**config.mk**
```make
export PLATFORM = sky130hd
export DESIGN_NAME = regex_stream_ctx_mgr
export DESIGN_NICKNAME = d
export VERILOG_FILES = /design/src/rtl/regex_stream_ctx_mgr.sv
export SDC_FILE = /design/constraint.sdc
export NUM_CORES = 2
export LEC_CHECK = 0
export CAP_MARGIN = 20
export CORE_UTILIZATION = 60
export DETAILED_ROUTE_END_ITERATION = 12
export GPL_ROUTABILITY_DRIVEN = 0
export PLACE_DENSITY = 0.8
export SLEW_MARGIN = 25
export SYNTH_ARGS = -nofsm -noshare
export SYNTH_HDL_FRONTEND = slang
export SYNTH_SLANG_ARGS = --single-unit
```
**constraint.sdc**
```tcl
create_clock -name clk -period 16.2 [get_ports clk]
set_input_delay 3.24 -clock clk [delete_from_list [all_inputs] [get_ports clk]]
set_output_delay 3.24 -clock clk [all_outputs]
set_load 0.1 [all_outputs]
```
**src/rtl/regex_stream_ctx_mgr.sv**
```systemverilog
// regex_stream_ctx_mgr
// Per-stream context manager for one DFA regex engine. On each packet start it
// restores the saved engine state of that stream (or zero for a stream with no
// saved context). At packet end it saves the engine state and updates the
// saturating global and per-stream match-packet counters. A clear sweep wipes
// every stream context and per-stream counter, one stream per cycle.
//
// Handshake: sop is accepted only when busy is low (FSM in IDLE). A sop seen
// while busy is dropped and reported by a one-cycle sop_drop pulse on the
// following cycle. eng_state_in_vld is a one-cycle strobe with no back-pressure.
// eop is only honoured in SCAN, so the earliest legal eop is two cycles after sop.
module regex_stream_ctx_mgr #(
    parameter int STATE_W = 11,
    parameter int SID_W   = 6,
    parameter int COUNT_W = 16,
    parameter int SCNT_W  = 8
) (
    input  logic               clk,
    input  logic               rst,
    input  logic               sop,
    input  logic [SID_W-1:0]   stream_id,
    input  logic               enable,
    input  logic               eop,
    input  logic [STATE_W-1:0] eng_state_out,
    input  logic               eng_accept,
    output logic [STATE_W-1:0] eng_state_in,
    output logic               eng_state_in_vld,
    output logic               fired,
    output logic               busy,
    output logic               sop_drop,
    input  logic               clear_req,
    output logic [COUNT_W-1:0] total_count,
    input  logic [SID_W-1:0]   rd_id,
    output logic [SCNT_W-1:0]  rd_count
);

    localparam int NUM_STREAMS = 2 ** SID_W;

    typedef enum logic [2:0] {
        S_CLEAR  = 3'd0,
        S_IDLE   = 3'd1,
        S_LOAD   = 3'd2,
        S_SCAN   = 3'd3,
        S_COMMIT = 3'd4
    } state_t;

    state_t              state;
    state_t              state_nxt;
    logic [SID_W-1:0]    clr_idx;
    logic [SID_W-1:0]    sid_r;
    logic                enable_r;
    logic                clear_pend;
    logic                fired_next;
    logic                start_clear;
    logic [NUM_STREAMS-1:0] valid_q;
    logic [STATE_W-1:0]  ctx_mem  [NUM_STREAMS];
    logic [SCNT_W-1:0]   scnt_mem [NUM_STREAMS];

    // An accept in the eop cycle still counts for this packet.
    assign fired_next  = fired | eng_accept;
    // A clear leaves IDLE only when no sop competes for the same cycle.
    assign start_clear = (state == S_IDLE) && !sop && (clear_req || clear_pend);

    // Next-state logic; the sweep ends once the last stream index is cleared.
    always_comb begin
        state_nxt = state;
        case (state)
            S_CLEAR:  if (clr_idx == SID_W'(NUM_STREAMS - 1)) state_nxt = S_IDLE;
            S_IDLE: begin
                if (sop)              state_nxt = S_LOAD;
                else if (start_clear) state_nxt = S_CLEAR;
            end
            S_LOAD:   state_nxt = S_SCAN;
            S_SCAN:   if (eop) state_nxt = S_COMMIT;
            S_COMMIT: state_nxt = S_IDLE;
            default:  state_nxt = S_CLEAR;
        endcase
    end

    // Engine load port and busy flag, derived from the current state only.
    always_comb begin
        busy             = (state != S_IDLE);
        eng_state_in_vld = (state == S_LOAD);
        eng_state_in     = '0;
        if (state == S_LOAD && valid_q[sid_r]) eng_state_in = ctx_mem[sid_r];
    end

    // Control state: FSM, packet latches, fired flag, valid bits, global count.
    always_ff @(posedge clk) begin
        if (rst) begin
            state       <= S_CLEAR;
            clr_idx     <= '0;
            sid_r       <= '0;
            enable_r    <= 1'b0;
            clear_pend  <= 1'b0;
            fired       <= 1'b0;
            sop_drop    <= 1'b0;
            total_count <= '0;
            valid_q     <= '0;
        end else begin
            state    <= state_nxt;
            sop_drop <= sop && busy;

            if (start_clear)
                clear_pend <= 1'b0;
            else if (clear_req && state != S_CLEAR)
                clear_pend <= 1'b1;

            case (state)
                S_CLEAR: begin
                    valid_q[clr_idx] <= 1'b0;
                    clr_idx          <= clr_idx + SID_W'(1);
                end
                S_IDLE: begin
                    if (sop) begin
                        sid_r    <= stream_id;
                        enable_r <= enable;
                        fired    <= 1'b0;
                    end else if (start_clear) begin
                        total_count <= '0;
                        clr_idx     <= '0;
                    end
                end
                S_SCAN: begin
                    if (eop) begin
                        if (enable_r) begin
                            valid_q[sid_r] <= 1'b1;
                            fired          <= fired_next;
                            if (fired_next && total_count != '1)
                                total_count <= total_count + COUNT_W'(1);
                        end else begin
                            fired <= 1'b0;
                        end
                    end else if (eng_accept) begin
                        fired <= 1'b1;
                    end
                end
                default: ;
            endcase
        end
    end

    // Context store: engine state saved at eop of an enabled packet.
    always_ff @(posedge clk) begin
        if (state == S_SCAN && eop && enable_r) ctx_mem[sid_r] <= eng_state_out;
    end

    // Per-stream counters: zeroed by the sweep, bumped in COMMIT on a match.
    always_ff @(posedge clk) begin
        if (state == S_CLEAR)
            scnt_mem[clr_idx] <= '0;
        else if (state == S_COMMIT && enable_r && fired && scnt_mem[sid_r] != '1)
            scnt_mem[sid_r] <= scnt_mem[sid_r] + SCNT_W'(1);
    end

    // Registered read port; a same-cycle COMMIT write is seen one cycle later.
    always_ff @(posedge clk) begin
        if (rst) rd_count <= '0;
        else     rd_count <= scnt_mem[rd_id];
    end

endmodule

```
==> metrics.md <==
| Metric | Value |
|---|---|
| Status | completed |
| Register area share after synthesis | between 60% and 70% |
| Yosys cell types | between 60 and 70 |
| Initial Util | about three fifths |
| Setup violations, final | 0 |
| Slew @ Worst Pin | between 1 and 1.5 ns |
| Most common cell in the synthesized netlist | edfxtp_1 |
| Reg2reg path depth | 11 |
| Max IR drop VDD | roughly 0.15 mV |
| Critical path peak fanout | 52 |
| Global-route wire length before repair | 227000 um |
| Antenna violations before repair | 7 |
| Async SR Flop Fraction | 0% |
| Worst hold start | valid_q[33]$_SDFFE_PP0P_ |
| Cells after Synth | about 2800 |
| Crit path capture type | primary output |
| Root Buffer | clkbuf_16 |
| Clock tree buffer depth | 3 |
| Synthesized area | around 0.056 sq mm |
| Dpl ws | 7.78 ns |
| Worst-skew pair later-pin latency | 0.75 ns |
| GRT Util Overall | between 30% and 40% |
| Drt pass-1 iters | 8 |
| IO Pins | 69 |
| Final core area utilization | approximately 68% |
| Final Slew Violations | 0 |
| CTS Buf Count | 130 |
| Avg Cell Area, Syn | about 20 sq um |
| Hold Path Class | register to register |
| Final hold violation count | 0 |
| Detail Route Antenna Nets | 0 |
| # H-tree levels | 4 |
| Reg-to-reg setup timing slack | approximately 9.2 ns |
| Final Skew | around 0.03 ns |
| Row count | about 110 |
| WL final | 159000 um |
| Synth area leader | edfxtp_1 |
| Layout cell share with drive strength beyond 1 | between 30 and 40% |
| Max capacitance violation total | 0 |
| Total core area | roughly 0.09 sq mm |
| CTS tree | built |
| DRC | 0 |
| Setup ws final | approximately 7.3 ns |
| Horiz. Die Dim | 308 um |
| Initial DRC count | 5500 |
| Logic pwr share | around 2.3% |
| DIE AREA | about 0.095 sq mm |
| FF-to-FF End | scnt_mem[41][6]$_DFFE_PP_ |
| Clock-pin slew of the registers on the worst-case setup and hold paths | around 0.07 ns |
| Period minus WS final | between 8 and 9 ns |
| Pin count of the biggest net entering global routing | between 100 and 150 |
| Post-synthesis register bit count | around 1300 |
| Startpoint Class | register |
| IO buf count | between 60 and 70 |
| CTS resizes | 0 |
| Hold worst-path end | valid_q[33]$_SDFFE_PP0P_ |
| Critical path type | register to primary output |
| Syn_nets | between 2000 and 3000 |
| Worst Hold Depth | 1 |
| Synth-to-Final Area Change | 11.9% |
| Internal power | 5500 uW |
| PD cells | approximately 110 mW/mm^2 |
| Slew margin rel. | 22.6% |
| Nets | about 3000 |
| Clock share of power | between 40 and 50% |
| Switching Fraction | just over 20% |
| Post-route insts no fill | between 4000 and 5000 |
| F_max | around 0.11 GHz |
| Overflow left after global routing | 0 |
| Commonest cells in the netlist | edfxtp_1 (1216), mux4_2 (529), nor2_1 (195), dfxtp_1 (113), nand2_1 (102) |
| Wire per inst | around 37 um |
| DP Wirelength | a little over 90000 um |
| Top cells by area, synth | edfxtp_1 (65%), mux4_2 (21%), dfxtp_1 (4.0%) |
| Crit share post-route | between 50% and 60% |
| Post-CTS setup buffers | 0 |
| Switch Pwr | 1440 uW |
| Sequential Power Share | 53.8% |
| Unrepaired setup endpoints after global routing | no |
| Static leakage | between 0.015 and 0.02 uW |
| Height of the die | between 300 and 400 um |
| Critical path arrival | between 5 and 6 ns |
| Most used flip-flop cell after synthesis | edfxtp_1 |
| Post-synth EDFFs | 1216 |
| Vias in the first global route | roughly 33000 |
| Vias | ~32000 |
| Synth warn | 0 |
| Clock Sinks | 1329 |
| Hold Buf Count CTS | 0 |
| Placed cell count | 4053 |
| Share of the synthesized area in the top cell type | 65.0% |
| WP data required | around 13 ns |
| Setup tns final | 0 ns |
| Vias/cell | around 7.5 |
routing by layer:
layer  vias up  wire length [um]  GRT usage (%)
li1      12200                 -              -
met1     16400             51500           43.0
met2      2994             76000           54.2
met3       712             20300           8.76
met4         4             11100           20.0
met5         -                26              0
critical path, cell delays in order, from the launching register on:
cell and delay (ns):
dfxtp_4 0.75, buf_4 0.60, buf_6 0.64, mux4_2 0.63, mux4_2 0.56, mux4_2 0.49, nor2b_1 0.18, clkdlybuf4s50_1 0.99
power groups by stage:
stage	combinational [uW]	sequential [uW]	clock, uW
3_3_place_gp	149	3810	0
5_1_grt	164	3730	3170
4_1_cts	154	3730	3050
3_5_place_dp	153	3810	0
2_1_floorplan	74.5	3820	0
6_report	160	3730	3040
placed cells by master (no fill, tap or decap), types with 7 or more instances in the layout:
| cell | netlist | layout |
|---|---|---|
| a21o_1 | 7 | 7 |
| mux2i_1 | 29 | 29 |
| buf_4 | 10 | 88 |
| nor3b_1 | 9 | 8 |
| mux4_2 | 529 | 529 |
| or3_1 | 9 | 9 |
| a31oi_1 | 11 | 11 |
| nand2_1 | 102 | 102 |
| a21oi_2 | 3 | 17 |
| nand2b_1 | 7 | 7 |
| edfxtp_1 | 1216 | 1216 |
| clkbuf_1 | 94 | 38 |
| and2_1 | 15 | 15 |
| a21oi_1 | 71 | 57 |
| xor2_1 | 13 | 13 |
| o22ai_1 | 76 | 73 |
| clkdlybuf4s50_1 | 0 | 51 |
| clkbuf_8 | 0 | 8 |
| a22oi_1 | 25 | 25 |
| o221a_2 | 14 | 14 |
| xnor2_1 | 9 | 9 |
| inv_6 | 0 | 7 |
| a221oi_1 | 12 | 12 |
| nor2_2 | 1 | 32 |
| o21ai_0 | 10 | 10 |
| clkinv_1 | 2 | 20 |
| bufinv_16 | 0 | 11 |
| dfxtp_1 | 113 | 106 |
| clkbuf_16 | 0 | 132 |
| nand3b_1 | 12 | 12 |
| nor2_4 | 0 | 35 |
| clkinv_2 | 0 | 16 |
| nor3_1 | 14 | 14 |
| nor2b_1 | 24 | 23 |
| a22o_1 | 8 | 8 |
| buf_2 | 33 | 10 |
| nor2_1 | 195 | 129 |
| nand4_1 | 8 | 8 |
| nand3_1 | 41 | 41 |
state kept, by name, indices dropped and copies added, names as in the netlist, 3 cells and up, named ones only:
name,flops
sid_r,6
total_count,16
rd_count,8
ctx_mem,704
state,3
clr_idx,6
valid_q,64
scnt_mem,512
stage by stage:
stage | total power [uW] | hold slack, ns | cell area [sq um]
5_1_grt | 7060 | 0.528 | 62900
3_3_place_gp | 3950 | 0.480 | 58400
3_5_place_dp | 3960 | 0.492 | 58500
4_1_cts | 6940 | 0.506 | 62700
2_1_floorplan | 3890 | 0.467 | 56200
6_report | 6940 | 0.511 | 62900
worst max-delay path by stage:
stage,from,endpoint,slack [ns],depth (start not counted)
finish,register,eng_state_in[4],7.28,7
global route,register,eng_state_in[4],7.07,7
CTS,register,eng_state_in[4],6.95,7
detailed placement,register,eng_state_in[4],7.78,7
global placement,register,eng_state_in[8],7.89,7
floorplan,state[1]$_SDFFE_PP0P_,eng_state_in[0],8.15,5
layout make-up:
cell class                 count  area [sq um]
antenna                        3          7.51
clock buffer                 177          3540
clock inverter                62           669
fill                        5564         29300
inverter                       9          33.8
multi-input combinational   1316         16900
sequential                  1329         38800
tap                         1243          1560
timing repair buffer         157          1370
cells by family after synthesis:
kind of cell | count (synthesis) | share of synthesized area (%)
flip-flops | 1329 | 69.0
multiplexers | 563 | 21.8
AND/OR/NAND/NOR | 457 | 3.78
AO/OA/AOI/OAI | 271 | 3.29
buffers and inverters | 194 | 1.70
XOR/XNOR | 22 | 0.343
adder cells (fa/ha/maj) | 3 | 0.0668
Note: power is estimated with default switching activity, not from simulation.
